--- src/rtl/number_entry_pkg.sv ---
// -----------------------------------------------------------------------------
// number_entry_pkg
// Shared definitions for the keypad number-entry block and anything that
// renders its display (e.g. a seven-segment converter).
//   state_t      : FSM state encoding (EMPTY, ENTRY, CONVERT, DONE)
//   BLANK_DIGIT  : nibble code for an unentered display position
//   MAX_DIGITS   : number of decimal positions that can be entered
//   NUM_W        : width of the converted binary result (0-999)
// -----------------------------------------------------------------------------
package number_entry_pkg;

    typedef enum logic [1:0] {
        ST_EMPTY   = 2'd0,
        ST_ENTRY   = 2'd1,
        ST_CONVERT = 2'd2,
        ST_DONE    = 2'd3
    } state_t;

    localparam logic [3:0] BLANK_DIGIT = 4'hF;
    localparam logic [3:0] MAX_BCD     = 4'd9;
    localparam int         MAX_DIGITS  = 3;
    localparam int         NUM_W       = 10;
    localparam int         DISP_W      = 4 * MAX_DIGITS;

    // Digit count and conversion position both fit in two bits.
    localparam logic [1:0] CNT_MAX  = 2'(MAX_DIGITS);
    localparam logic [1:0] LAST_POS = 2'(MAX_DIGITS - 1);

    // Display value with every position blank.
    function automatic logic [DISP_W-1:0] blank_display();
        return {MAX_DIGITS{BLANK_DIGIT}};
    endfunction

endpackage

--- src/rtl/number_entry_if.sv ---
// -----------------------------------------------------------------------------
// number_entry_if
// Bundles the keypad strobes and the result handshake of number_entry.
//   digit, digit_stb, del, enter, clr : keypad side strobes (master drives)
//   num, num_valid, num_ack           : result handshake (slave presents num)
//   display                           : three BCD nibbles, blank = 4'hF
//   busy                              : high while converting / awaiting ack
// The slave modport is the number_entry block; master is the keypad/consumer.
// -----------------------------------------------------------------------------
interface number_entry_if;
    import number_entry_pkg::*;

    logic [3:0]        digit;
    logic              digit_stb;
    logic              del;
    logic              enter;
    logic              clr;
    logic              num_ack;
    logic [NUM_W-1:0]  num;
    logic              num_valid;
    logic [DISP_W-1:0] display;
    logic              busy;

    modport master (
        output digit, digit_stb, del, enter, clr, num_ack,
        input  num, num_valid, display, busy
    );

    modport slave (
        input  digit, digit_stb, del, enter, clr, num_ack,
        output num, num_valid, display, busy
    );

endinterface

--- src/rtl/number_entry_bcd_mac.sv ---
// -----------------------------------------------------------------------------
// bcd_mac
// Combinational decimal multiply-accumulate step: result = acc*10 + nibble,
// built from shifts and adds (acc*8 + acc*2 + nibble). A blank nibble passes
// acc through so leading blank positions contribute nothing.
//   acc    : running binary accumulator
//   nibble : BCD digit or BLANK_DIGIT
//   result : next accumulator value
// -----------------------------------------------------------------------------
module bcd_mac
    import number_entry_pkg::*;
(
    input  logic [NUM_W-1:0] acc,
    input  logic [3:0]       nibble,
    output logic [NUM_W-1:0] result
);

    logic [NUM_W-1:0] times_ten;

    // Truncation to NUM_W is safe: three digits never exceed 999.
    assign times_ten = (acc << 3) + (acc << 1);

    always_comb begin
        if (nibble == BLANK_DIGIT) begin
            result = acc;
        end else begin
            result = times_ten + NUM_W'(nibble);
        end
    end

endmodule

--- src/rtl/number_entry.sv ---
// -----------------------------------------------------------------------------
// number_entry
// Collects up to three decimal digits from a keypad decoder, shows them on a
// BCD display (shift-in at the ones position), supports delete and clear, and
// on enter converts the digits to binary one nibble per clock. The result is
// held on num with num_valid until the consumer acknowledges it.
//   clk   : system clock
//   rst_n : asynchronous active-low reset
//   bus   : number_entry_if.slave (strobes in; num/num_valid/display/busy out)
// Strobe priority within a cycle: clr > enter > del > digit_stb; a strobe of
// lower priority in the same cycle is dropped even if the higher one is
// itself ignored in the current state.
// -----------------------------------------------------------------------------
module number_entry
    import number_entry_pkg::*;
(
    input  logic            clk,
    input  logic            rst_n,
    number_entry_if.slave   bus
);

    state_t            state_reg,   state_next;
    logic [DISP_W-1:0] display_reg, display_next;
    logic [1:0]        count_reg,   count_next;
    logic [NUM_W-1:0]  acc_reg,     acc_next;
    logic [1:0]        pos_reg,     pos_next;
    logic [NUM_W-1:0]  num_reg,     num_next;

    logic [3:0]        disp_nib [MAX_DIGITS];
    logic [NUM_W-1:0]  mac_result;

    // Split the display into nibbles, index 0 = hundreds, so the conversion
    // position selects digits most-significant first.
    genvar gi;
    generate
        for (gi = 0; gi < MAX_DIGITS; gi++) begin : g_nib
            assign disp_nib[gi] = display_reg[(MAX_DIGITS-1-gi)*4 +: 4];
        end
    endgenerate

    bcd_mac u_bcd_mac (
        .acc    (acc_reg),
        .nibble (disp_nib[pos_reg]),
        .result (mac_result)
    );

    always_ff @(posedge clk or negedge rst_n) begin
        if (!rst_n) begin
            state_reg   <= ST_EMPTY;
            display_reg <= blank_display();
            count_reg   <= 2'd0;
            acc_reg     <= '0;
            pos_reg     <= 2'd0;
            num_reg     <= '0;
        end else begin
            state_reg   <= state_next;
            display_reg <= display_next;
            count_reg   <= count_next;
            acc_reg     <= acc_next;
            pos_reg     <= pos_next;
            num_reg     <= num_next;
        end
    end

    always_comb begin
        state_next   = state_reg;
        display_next = display_reg;
        count_next   = count_reg;
        acc_next     = acc_reg;
        pos_next     = pos_reg;
        num_next     = num_reg;

        if (bus.clr) begin
            // Abort anything in progress; the last result on num survives.
            state_next   = ST_EMPTY;
            display_next = blank_display();
            count_next   = 2'd0;
            acc_next     = '0;
            pos_next     = 2'd0;
        end else begin
            case (state_reg)
                ST_EMPTY, ST_ENTRY: begin
                    if (bus.enter) begin
                        // With no digits there is nothing to convert.
                        if (state_reg == ST_ENTRY) begin
                            state_next = ST_CONVERT;
                            acc_next   = '0;
                            pos_next   = 2'd0;
                        end
                    end else if (bus.del) begin
                        if (count_reg != 2'd0) begin
                            count_next   = count_reg - 2'd1;
                            display_next = {BLANK_DIGIT, display_reg[DISP_W-1:4]};
                            if (count_reg == 2'd1) begin
                                state_next   = ST_EMPTY;
                                display_next = blank_display();
                            end
                        end
                    end else if (bus.digit_stb) begin
                        if ((bus.digit <= MAX_BCD) && (count_reg < CNT_MAX)) begin
                            display_next = {display_reg[DISP_W-5:0], bus.digit};
                            count_next   = count_reg + 2'd1;
                            state_next   = ST_ENTRY;
                        end
                    end
                end

                ST_CONVERT: begin
                    acc_next = mac_result;
                    pos_next = pos_reg + 2'd1;
                    if (pos_reg == LAST_POS) begin
                        state_next = ST_DONE;
                        num_next   = mac_result;
                    end
                end

                ST_DONE: begin
                    if (bus.num_ack) begin
                        state_next   = ST_EMPTY;
                        display_next = blank_display();
                        count_next   = 2'd0;
                    end
                end

                default: begin
                    state_next = ST_EMPTY;
                end
            endcase
        end
    end

    assign bus.num       = num_reg;
    assign bus.num_valid = (state_reg == ST_DONE);
    assign bus.busy      = (state_reg == ST_CONVERT) || (state_reg == ST_DONE);
    assign bus.display   = display_reg;

endmodule

--- src/flat_wrapper.sv ---
// flat-port wrapper written by rule: the top's interface ports become plain ports
module number_entry_flat import number_entry_pkg::*;
  (clk, rst_n, bus_digit, bus_digit_stb, bus_del, bus_enter, bus_clr, bus_num_ack, bus_num, bus_num_valid, bus_display, bus_busy);
  number_entry_if bus_i ();
  input  logic clk;
  input  logic rst_n;
  input wire logic [$bits(bus_i.digit)-1:0] bus_digit;
  input wire logic [$bits(bus_i.digit_stb)-1:0] bus_digit_stb;
  input wire logic [$bits(bus_i.del)-1:0] bus_del;
  input wire logic [$bits(bus_i.enter)-1:0] bus_enter;
  input wire logic [$bits(bus_i.clr)-1:0] bus_clr;
  input wire logic [$bits(bus_i.num_ack)-1:0] bus_num_ack;
  output wire logic [$bits(bus_i.num)-1:0] bus_num;
  output wire logic [$bits(bus_i.num_valid)-1:0] bus_num_valid;
  output wire logic [$bits(bus_i.display)-1:0] bus_display;
  output wire logic [$bits(bus_i.busy)-1:0] bus_busy;
  assign bus_i.digit = bus_digit;
  assign bus_i.digit_stb = bus_digit_stb;
  assign bus_i.del = bus_del;
  assign bus_i.enter = bus_enter;
  assign bus_i.clr = bus_clr;
  assign bus_i.num_ack = bus_num_ack;
  assign bus_num = bus_i.num;
  assign bus_num_valid = bus_i.num_valid;
  assign bus_display = bus_i.display;
  assign bus_busy = bus_i.busy;
  number_entry u_core (.clk(clk), .rst_n(rst_n), .bus(bus_i));
endmodule
--- config.mk ---
export PLATFORM = sky130hd
export DESIGN_NAME = number_entry_flat
export DESIGN_NICKNAME = d
export VERILOG_FILES = /design/src/rtl/number_entry_pkg.sv /design/src/rtl/number_entry_if.sv /design/src/rtl/number_entry_bcd_mac.sv /design/src/rtl/number_entry.sv /design/src/flat_wrapper.sv
export SDC_FILE = /design/constraint.sdc
export NUM_CORES = 1
export LEC_CHECK = 0
export CORE_MARGIN = 2
export CORE_UTILIZATION = 40
export CTS_CLUSTER_DIAMETER = 60
export CTS_CLUSTER_SIZE = 25
export DETAILED_ROUTE_END_ITERATION = 8
export GPL_TIMING_DRIVEN = 0
export PLACE_DENSITY_LB_ADDON = 0.05
export SLEW_MARGIN = 30
export SYNTH_ARGS = -nofsm -noshare
export SYNTH_HDL_FRONTEND = slang
export SYNTH_SLANG_ARGS = --single-unit
--- constraint.sdc ---
create_clock -name clk -period 3.6 [get_ports clk]
set_input_delay 0.36 -clock clk [delete_from_list [all_inputs] [get_ports clk]]
set_output_delay 0.36 -clock clk [all_outputs]
set_load 0.02 [all_outputs]
### Word-level counts from Yosys, hierarchy flattened

Index checks and enable logic that the tools add are counted.

* output and inout port bits: 24
* register bits after elaboration: 38

* equal/unequal tests: 19
* add/sub/neg operators: 5
* order comparisons: 3
* bitwise logic cells: 2
* reductions and logical operators: 11
* mux-type cells: 39

Operators by type and width (number)
* $mux 12: 7
* $mux 10: 4
* $mux 2: 19
* $pmux 12 s2: 1
* $pmux 10 s2: 1
* $ne 5x4->1 const B: 3
* $ne 4x3->1 const B: 3
* $add 10x10->10: 1
* $add 10x4->10: 1
* $ne 3x3->1 const B: 3
* $bmux 4 s2: 1
* $mux 4: 2
* $mux 8: 1
* $pmux 2 s2: 2
* $reduce_and 7->1: 1
* $eq 2x2->1 const B: 3
* $ne 3x2->1 const B: 2
* $pmux 2 s3: 1
* $reduce_and 3->1: 2
* $reduce_and 6->1: 1
* $reduce_bool 3->1: 2
* $ne 5x5->1 const B: 1
* $add 2x1->2 const B: 2
* $eq 2x1->1 const B: 2
* other kinds (13): 13

### Logic depth before layout (Yosys ltp)

Gate-level depths: netlist of the first run.

* depth after elaboration: 8
* mapped depth: 12
* mapped depth without buffers: 11

### Cells and area by module

A second synthesis of the first run with hierarchy kept.

* cell total of the unflattened synthesis: 233
* area total of the unflattened synthesis: 2481.1 um^2

Modules (own cells, without submodules)
* number_entry: area each 1926.8 um^2, times used 1, cells each 160
* bcd_mac: area each 554.3 um^2, times used 1, cells each 73

### Worst setup path before layout of the first run

No wires, ideal clock.

* kind: register to register
* from: reg u_core.display_reg[3] (netlist: u_core.bus.display[3])
* to: reg u_core.num_reg[6] (netlist: u_core.bus.num[6])
* period minus slack after synthesis: 2.825 ns
* arrival: 2.689 ns
* setup slack: 0.775 ns
* cell stages (with the launch flop): 12
* path buffers: 0
* setup time: 0.136 ns
* cell sequence: dfstp_2 -> mux2i_1 -> o2bb2ai_1 -> inv_1 -> fa_1 -> inv_1 -> fa_1 -> a211oi_1 -> nor2_1 -> xor2_1 -> mux2i_1 -> o21ai_0

* longest elaborated chain between the ends: 5
* elaborated cells between the ends (all ways): 6
* classes of those cells: add/sub: 1; eq/ne: 1; mux: 4

RTL lines
* start, declared: line number_entry.sv:23 `logic [DISP_W-1:0] display_reg, display_next;`
* start signal, assigned: line number_entry.sv:50 `display_reg <= blank_display();`
* start signal, assigned: line number_entry.sv:57 `display_reg <= display_next;`
* $bmux 4 s2 *: line number_entry.sv:43 `.nibble (disp_nib[pos_reg]),`
* $mux 4 (implied by the code) * (2 in a row): line number_entry.sv:43
* $add 10x4->10 / $eq 4x4->1 (equally long branches): line number_entry_bcd_mac.sv:27, number_entry_bcd_mac.sv:24
* $mux 10 *: line number_entry_bcd_mac.sv:24 `if (nibble == BLANK_DIGIT) begin`
* end signal, assigned: line number_entry.sv:61 `num_reg <= num_next;`
* end, declared: line number_entry.sv:27 `logic [NUM_W-1:0] num_reg, num_next;`

Mark *: on every way between the ends. The rest lies on a longest branch, timed or not. The select of a mux whose other input is x is not followed.
A chain may end at the register's enable or synchronous reset.

### Final worst setup path of the first run

* from: reg u_core.pos_reg[1]
* to: reg u_core.acc_reg[9]

* longest elaborated chain between the ends: 8
* elaborated cells between the ends (all ways): 9
* classes of those cells: add/sub: 1; eq/ne: 1; mux: 6; bitwise: 1

RTL lines
* start, declared: line number_entry.sv:26 `logic [1:0] pos_reg, pos_next;`
* start signal, assigned: line number_entry.sv:60 `pos_reg <= pos_next;`
* $not 2->3 (implied by the code) *: line number_entry.sv:43
* $bmux 4 s2 *: line number_entry.sv:43
* $mux 4 (implied by the code) * (2 in a row): line number_entry.sv:43
* $add 10x4->10 / $eq 4x4->1 (equally long branches): line number_entry_bcd_mac.sv:27, number_entry_bcd_mac.sv:24
* $mux 10 *: line number_entry_bcd_mac.sv:24
* $pmux 10 s2 *: line number_entry.sv:81 `case (state_reg)`
* $mux 10 *: line number_entry.sv:73 `if (bus.clr) begin`
* end signal, assigned: line number_entry.sv:59 `acc_reg <= acc_next;`
* end, declared: line number_entry.sv:25 `logic [NUM_W-1:0] acc_reg, acc_next;`

Marked as above.

==> results.yml, run 1 <==
layout:
  largest_reg_flops: 12
  fill_cells: 571
  final_util: 0.509
  drive_gt1_frac: 0.111
  antennaDiodeCount: 0
  nNetsFinal: 326
  syn_to_final_growth_pct: 24.6
clock_network:
  cts_buffers: 5
  ctsResizeCount: 0
  cts.path.max_buffers: 2
  root_buffer: "clkbuf_8"
  cts_tree: "done"
  clk_latency_ns: 0.30
  cts.clk_slew.worst_paths_ns: 0.08
  ctsHtreeMaxLevel: 2
  cts.sinks: 38
  post-cts-setup-buffers: 0
die:
  core_area_um2: 5850
  placementRows: 28
  dieHeight_um: 81.3
  io_pins: 35
  die_area_um2: 6610
  initial_core_util: 0.408
  dieWidth_um: 81.3
setup_path:
  cp-start-kind: "register"
  cp.required_ns: 3.75
  critical_path.max_fanout: 6
  cp.arrival_ns: 3.25
  end_kind: "register"
  critical_path_class: "reg -> reg"
logic_synthesis:
  ys_types: 46
  synth_fp_nets: 284
  synth_seq_cells: 38
  syn_avg_cell_area_um2: 9.44
  ys_seq_area_frac: 0.404
  ys_top_cells_by_area: "dfrtp_1 27%, dfstp_2 13%, ha_1 9.4%, o21ai_0 5.0%, nand2_1 4.4%"
  yosysWarnings: 0
  synth_area_um2: 2390
  async_reset_ff_frac: 1.00
  synth_flop_cell: "dfrtp_1"
  synth_area_leader_cell: "dfrtp_1"
  synth_top_area_frac: 0.272
  synth_edf_count: 0
  synthCells: 253
timing:
  period_share: 0.862
  fmax_ghz: 0.322
  tns_ns: 0
  hold_violations: 0
  tightest_slew_ns: 0.681
  drv_slew: 0
  grt_setup_unrepaired: "no"
  clock_skew_ns: 0.0123
  relSlewSlack: 0.540
  setup_viol: 0
  period_needed_ns: 3.10
power_and_ir_drop:
  powerDensity_nw_per_um2: 400
  ir_drop_v: 0.000306
  p_leak_uw: 0.00133
route:
  routedWlPerCell_um: 14.9
  wirelength_um: 5540
  num_vias: 1973
  detail_route.vias_per_cell: 5.32
  drt-initial-drc-count: 65
  ant_nets: 0
  route.detailed.drc: 0
  dr.pass1.iters: 4
place:
  dp_hpwl_um: 4150
  port_buffers: 33
  gp_congestion: 0.723
global_route:
  grt_usage: 0.181
  grt_pass1_vias: 1896
  busiest_layer: "met2"
  gr-usage-met3: 0.0333
  antenna_found_initial: 0
  met1_usage: 0.238
  grt_first_pass_wirelength_um: 9240
  gr-usage-met2: 0.307
  grt_max_degree: 27
  grt_overflow_total: 0
outcome:
  outcome: "complete, no violations"
hold_path:
  hold_path.class: "in -> reg"
job:
  max_cap_viol_count: 0
==> cell usage after synthesis (all sizes together), types with 3 or more instances <==
library cell,n
nor3,6
o22ai,8
nand3,3
clkbuf,6
a31oi,3
and2,3
nor2b,3
a22o,9
mux2i,10
buf,7
o21ai,25
nor2,10
a21o,5
nand2b,4
inv,15
o211ai,3
dfstp,12
o2bb2ai,6
a21oi,14
ha,18
dfrtp,26
nand2,28
or2,3
xnor2,4
==> stage by stage <==
stage	worst slack (ns)	hold WS, ns	total power, µW	instance area (µm²)	instances
4_1_cts	0.431	0.409	1200	2980	371
2_1_floorplan	0.775	0.0644	652	2390	253
3_3_place_gp	0.469	0.466	753	2810	361
6_report	0.498	0.411	1190	2980	371
3_5_place_dp	0.443	0.289	756	2830	362
5_1_grt	0.192	0.458	1240	2980	371
==> worst max-delay path, cell delays in order (launching register included) <==
cell and delay [ns]:
dfrtp_1 0.40, buf_6 0.15, mux2i_1 0.12, o2bb2ai_1 0.22, inv_1 0.08, fa_1 0.47
inv_1 0.06, ha_1 0.31, a21o_1 0.18, nand4_1 0.13, a21oi_1 0.08, o311ai_0 0.59
o2bb2ai_1 0.16
==> area by class of cell <==
type / instances / area, µm² / area share
multi-input combinational: 187 / 1300 / 0.437
sequential: 38 / 966 / 0.325
timing repair buffer: 35 / 355 / 0.119
tap: 75 / 93.8 / 0.0315
clock buffer: 5 / 68.8 / 0.0231
clock inverter: 3 / 68.8 / 0.0231
buffer: 13 / 67.6 / 0.0227
inverter: 15 / 56.3 / 0.0189
==> per-layer routing <==
metal	wire length [µm]	share of wire
met2	2720	0.49
met3	149	0.027
met4	44	0.0079
met1	2630	0.47
met5	0	0
==> power breakdown <==
| part | internal [µW] | switching [µW] | leakage [µW] |
|---|---|---|---|
| sequential | 469 | 32.8 | 0.000487 |
| clock | 278 | 165 | 0.0000683 |
| combinational | 109 | 136 | 0.000779 |
| total | 855 | 334 | 0.00133 |
==> worst paths after layout <==
path	startpoint	to	slack, ns	depth (start not counted)
max	u_core.pos_reg[1]	u_core.acc_reg[9]	0.50	12
min	bus_clr	u_core.state_reg[1]	0.41	2
max reg2reg	u_core.pos_reg[1]	u_core.acc_reg[9]	0.50	12
min reg2reg	u_core.bus.display[10]	u_core.bus.display[10]	0.48	2
max in group asynchronous	rst_n	u_core.bus.display[5]	2.57	3
min in group asynchronous	rst_n	u_core.count_reg[1]	0.51	2
==> cell families (layout without fill, tap and decap cells) <==
kind of cell    count (synthesis)  in the layout  share of synthesized area
compound gates                 84             84                      0.230
simple gates                   67             67                      0.139
flops                          38             38                      0.404
buf+inv                        28             71                     0.0519
fa+ha+maj                      20             20                      0.111
mux                            10             10                     0.0419
xor+xnor                        6              6                     0.0220
==> what timing repair did <==
action,4_1_cts,5_1_grt
endpoints found under the hold margin,2,0
hold buffers,1,0
setup endpoints to repair,0,0
==> cells in the final DEF, fill, tap and decap left out, types with 2 or more instances in the layout <==
| cell | count |
|---|---|
| buf_6 | 2 |
| dfrtp_1 | 26 |
| clkbuf_1 | 6 |
| inv_1 | 15 |
| a31oi_1 | 3 |
| a22o_1 | 9 |
| a21o_1 | 5 |
| nand2b_1 | 4 |
| nor2_1 | 10 |
| nor2b_1 | 2 |
| buf_2 | 4 |
| mux2i_1 | 10 |
| o21ai_0 | 24 |
| fa_1 | 2 |
| buf_1 | 2 |
| o22ai_1 | 8 |
| ha_1 | 18 |
| or2_2 | 3 |
| o211ai_1 | 3 |
| and2_1 | 3 |
| a211oi_1 | 2 |
| xor2_1 | 2 |
| o31ai_1 | 2 |
| nor3_1 | 6 |
| nand2_1 | 28 |
| clkbuf_8 | 5 |
| a21oi_1 | 14 |
| nand3_1 | 3 |
| bufinv_16 | 2 |
| xnor2_1 | 4 |
| clkdlybuf4s50_1 | 32 |
| o2bb2ai_1 | 6 |
| dfstp_2 | 12 |
Note: power is estimated with default switching activity, not from simulation.
==> run 2: changes to the inputs <==
--- a/config.mk
+++ b/config.mk
@@ -5,6 +5,7 @@
 export SDC_FILE = /design/constraint.sdc
 export NUM_CORES = 1
 export LEC_CHECK = 0
+export CORE_ASPECT_RATIO = 0.6
 export CORE_MARGIN = 2
 export CORE_UTILIZATION = 40
 export CTS_CLUSTER_DIAMETER = 60
==> run 2 against run 1 <==
  * Routed wire length is 5.9% higher
  * Largest power group unchanged
  * Via count up 2.1%
  * Flip-flop and latch count did not move
  * Register-to-register slack worse by 0.10 ns
  * Die area up 0.30%
  * Critical path depth unchanged
  * Sequential power hardly changed
==> results.yml, run 2 (synthesized netlist as in run 1, its figures left out) <==
place:
  pre_cts_ws_ns: 0.431
  dp_hpwl_um: 4370
  place_area_um2: 2840
  gp_congestion: 0.809
  port_buffers: 33
die:
  io_pins: 35
  dieHeight_um: 63.9
  die_area_um2: 6630
  dieWidth_um: 104
  initial_core_util: 0.421
  placementRows: 21
  core_area_um2: 5680
clock_network:
  post-cts-setup-buffers: 0
  cts_buffers: 5
  cts.clk_slew.worst_paths_ns: 0.08
  cts_hold_buf: 0
  ctsHtreeMaxLevel: 2
  cts.sinks: 38
  cts.path.max_buffers: 2
  root_buffer: "clkbuf_8"
  clk_latency_ns: 0.29
  ctsResizeCount: 0
  cts_tree: "done"
layout:
  syn_to_final_growth_pct: 22.7
  antennaDiodeCount: 0
  design_area_um2: 2930
  drive_gt1_frac: 0.105
  largest_reg_flops: 12
  final_cell_mix: "32 x clkdlybuf4s50_1, 28 x nand2_1, 26 x dfrtp_1"
  nNetsFinal: 325
  final_common_cell: "clkdlybuf4s50_1"
  fill_cells: 549
  seq_area_um2: 966
  multi_input_area_um2: 1300
global_route:
  grt_usage: 0.187
  grt_overflow_total: 0
  antenna_found_initial: 0
  grt_pass1_vias: 1863
  grt_max_degree: 22
  grt_first_pass_wirelength_um: 9690
power_and_ir_drop:
  ir_drop_v: 0.000175
  clock_power_share: 0.293
  powerDensity_nw_per_um2: 363
  switching_share: 0.309
  p_leak_uw: 0.00131
  p_sw_uw: 329
  intPower_uw: 735
  seq_power_share: 0.471
  pwr-share-comb: 0.236
job:
  max_cap_viol_count: 0
timing:
  clock_skew_ns: 0.0131
  tightest_slew_ns: 0.527
  period_share: 0.889
  hold_violations: 0
  drv_slew: 0
  fmax_ghz: 0.312
  period_needed_ns: 3.20
  relSlewSlack: 0.644
  tns_ns: 0
  setup_viol: 0
  grt_setup_unrepaired: "no"
  timing.final.ws_setup_ns: 0.398
setup_path:
  cp-start-kind: "register"
  cp.arrival_ns: 3.42
  critical_path_class: "reg -> reg"
  critical_path.max_fanout: 6
  end_kind: "register"
  cp.required_ns: 3.82
route:
  dr.pass1.iters: 4
  route.detailed.drc: 0
  routedWlPerCell_um: 15.7
  ant_nets: 0
  num_vias: 2015
  detail_route.vias_per_cell: 5.37
  wirelength_um: 5870
  drt-initial-drc-count: 111
hold_path:
  hold_path.class: "in -> async"
outcome:
  outcome: "complete, no violations"
-- run 2: worst max-delay path: stages (launching register included) --
cell and delay [ns]:
dfrtp_1 0.40, buf_6 0.15, mux2i_1 0.12, o2bb2ai_1 0.22
inv_1 0.08, fa_1 0.48, inv_1 0.07, fa_1 0.46
a211oi_1 0.48, nor2_1 0.12, xor2_1 0.25, mux2i_1 0.14
o21ai_0 0.15
-- run 2: layer usage --
layer | vias up | global-route usage | part of all wire
met3 | 2 | 0.0398 | 0.049
met2 | 52 | 0.239 | 0.38
met1 | 968 | 0.306 | 0.56
met4 | 0 | 0.0456 | 0.0037
li1 | 993 | - | -
met5 | - | 0 | 0
-- run 2: metrics by stage --
step	power, µW	utilization	hold WS, ns	instances
after floorplan	652	-	0.0644	253
after global placement	753	0.497	0.461	366
after detailed placement	758	0.501	0.356	367
after CTS	1070	0.517	0.0332	375
after global routing	1130	0.517	0.0392	375
final	1060	0.517	0.0139	375
-- run 2: path summary, 6_finish.rpt --
path,startpoint,to,slack [ns],cells past startpoint
worst max-delay path,u_core.pos_reg[1],u_core.bus.num[6],0.40,12
worst min-delay path,rst_n,u_core.acc_reg[7],0.01,1
worst max register to register,u_core.pos_reg[1],u_core.bus.num[6],0.40,12
worst min register to register,u_core.bus.num[6],u_core.bus.num[6],0.48,2
max in group asynchronous,rst_n,u_core.bus.display[10],3.02,2
min in group clk,bus_clr,u_core.state_reg[1],0.40,2
-- run 2: cell type report --
| type | instances | area share |
|---|---|---|
| multi-input combinational | 187 | 0.443 |
| inverter | 15 | 0.0192 |
| sequential | 38 | 0.329 |
| buffer | 13 | 0.0230 |
| clock buffer | 8 | 0.0307 |
| tap | 80 | 0.0341 |
| timing repair buffer | 34 | 0.120 |
-- run 2: power by group through the flow --
| stage | clock network (µW) | registers (µW) | logic [µW] |
|---|---|---|---|
| 4_1_cts | 320 | 501 | 251 |
| 5_1_grt | 350 | 507 | 274 |
| 3_3_place_gp | 0 | 509 | 245 |
| 2_1_floorplan | 0 | 527 | 125 |
| 3_5_place_dp | 0 | 509 | 250 |
| 6_report | 312 | 501 | 251 |
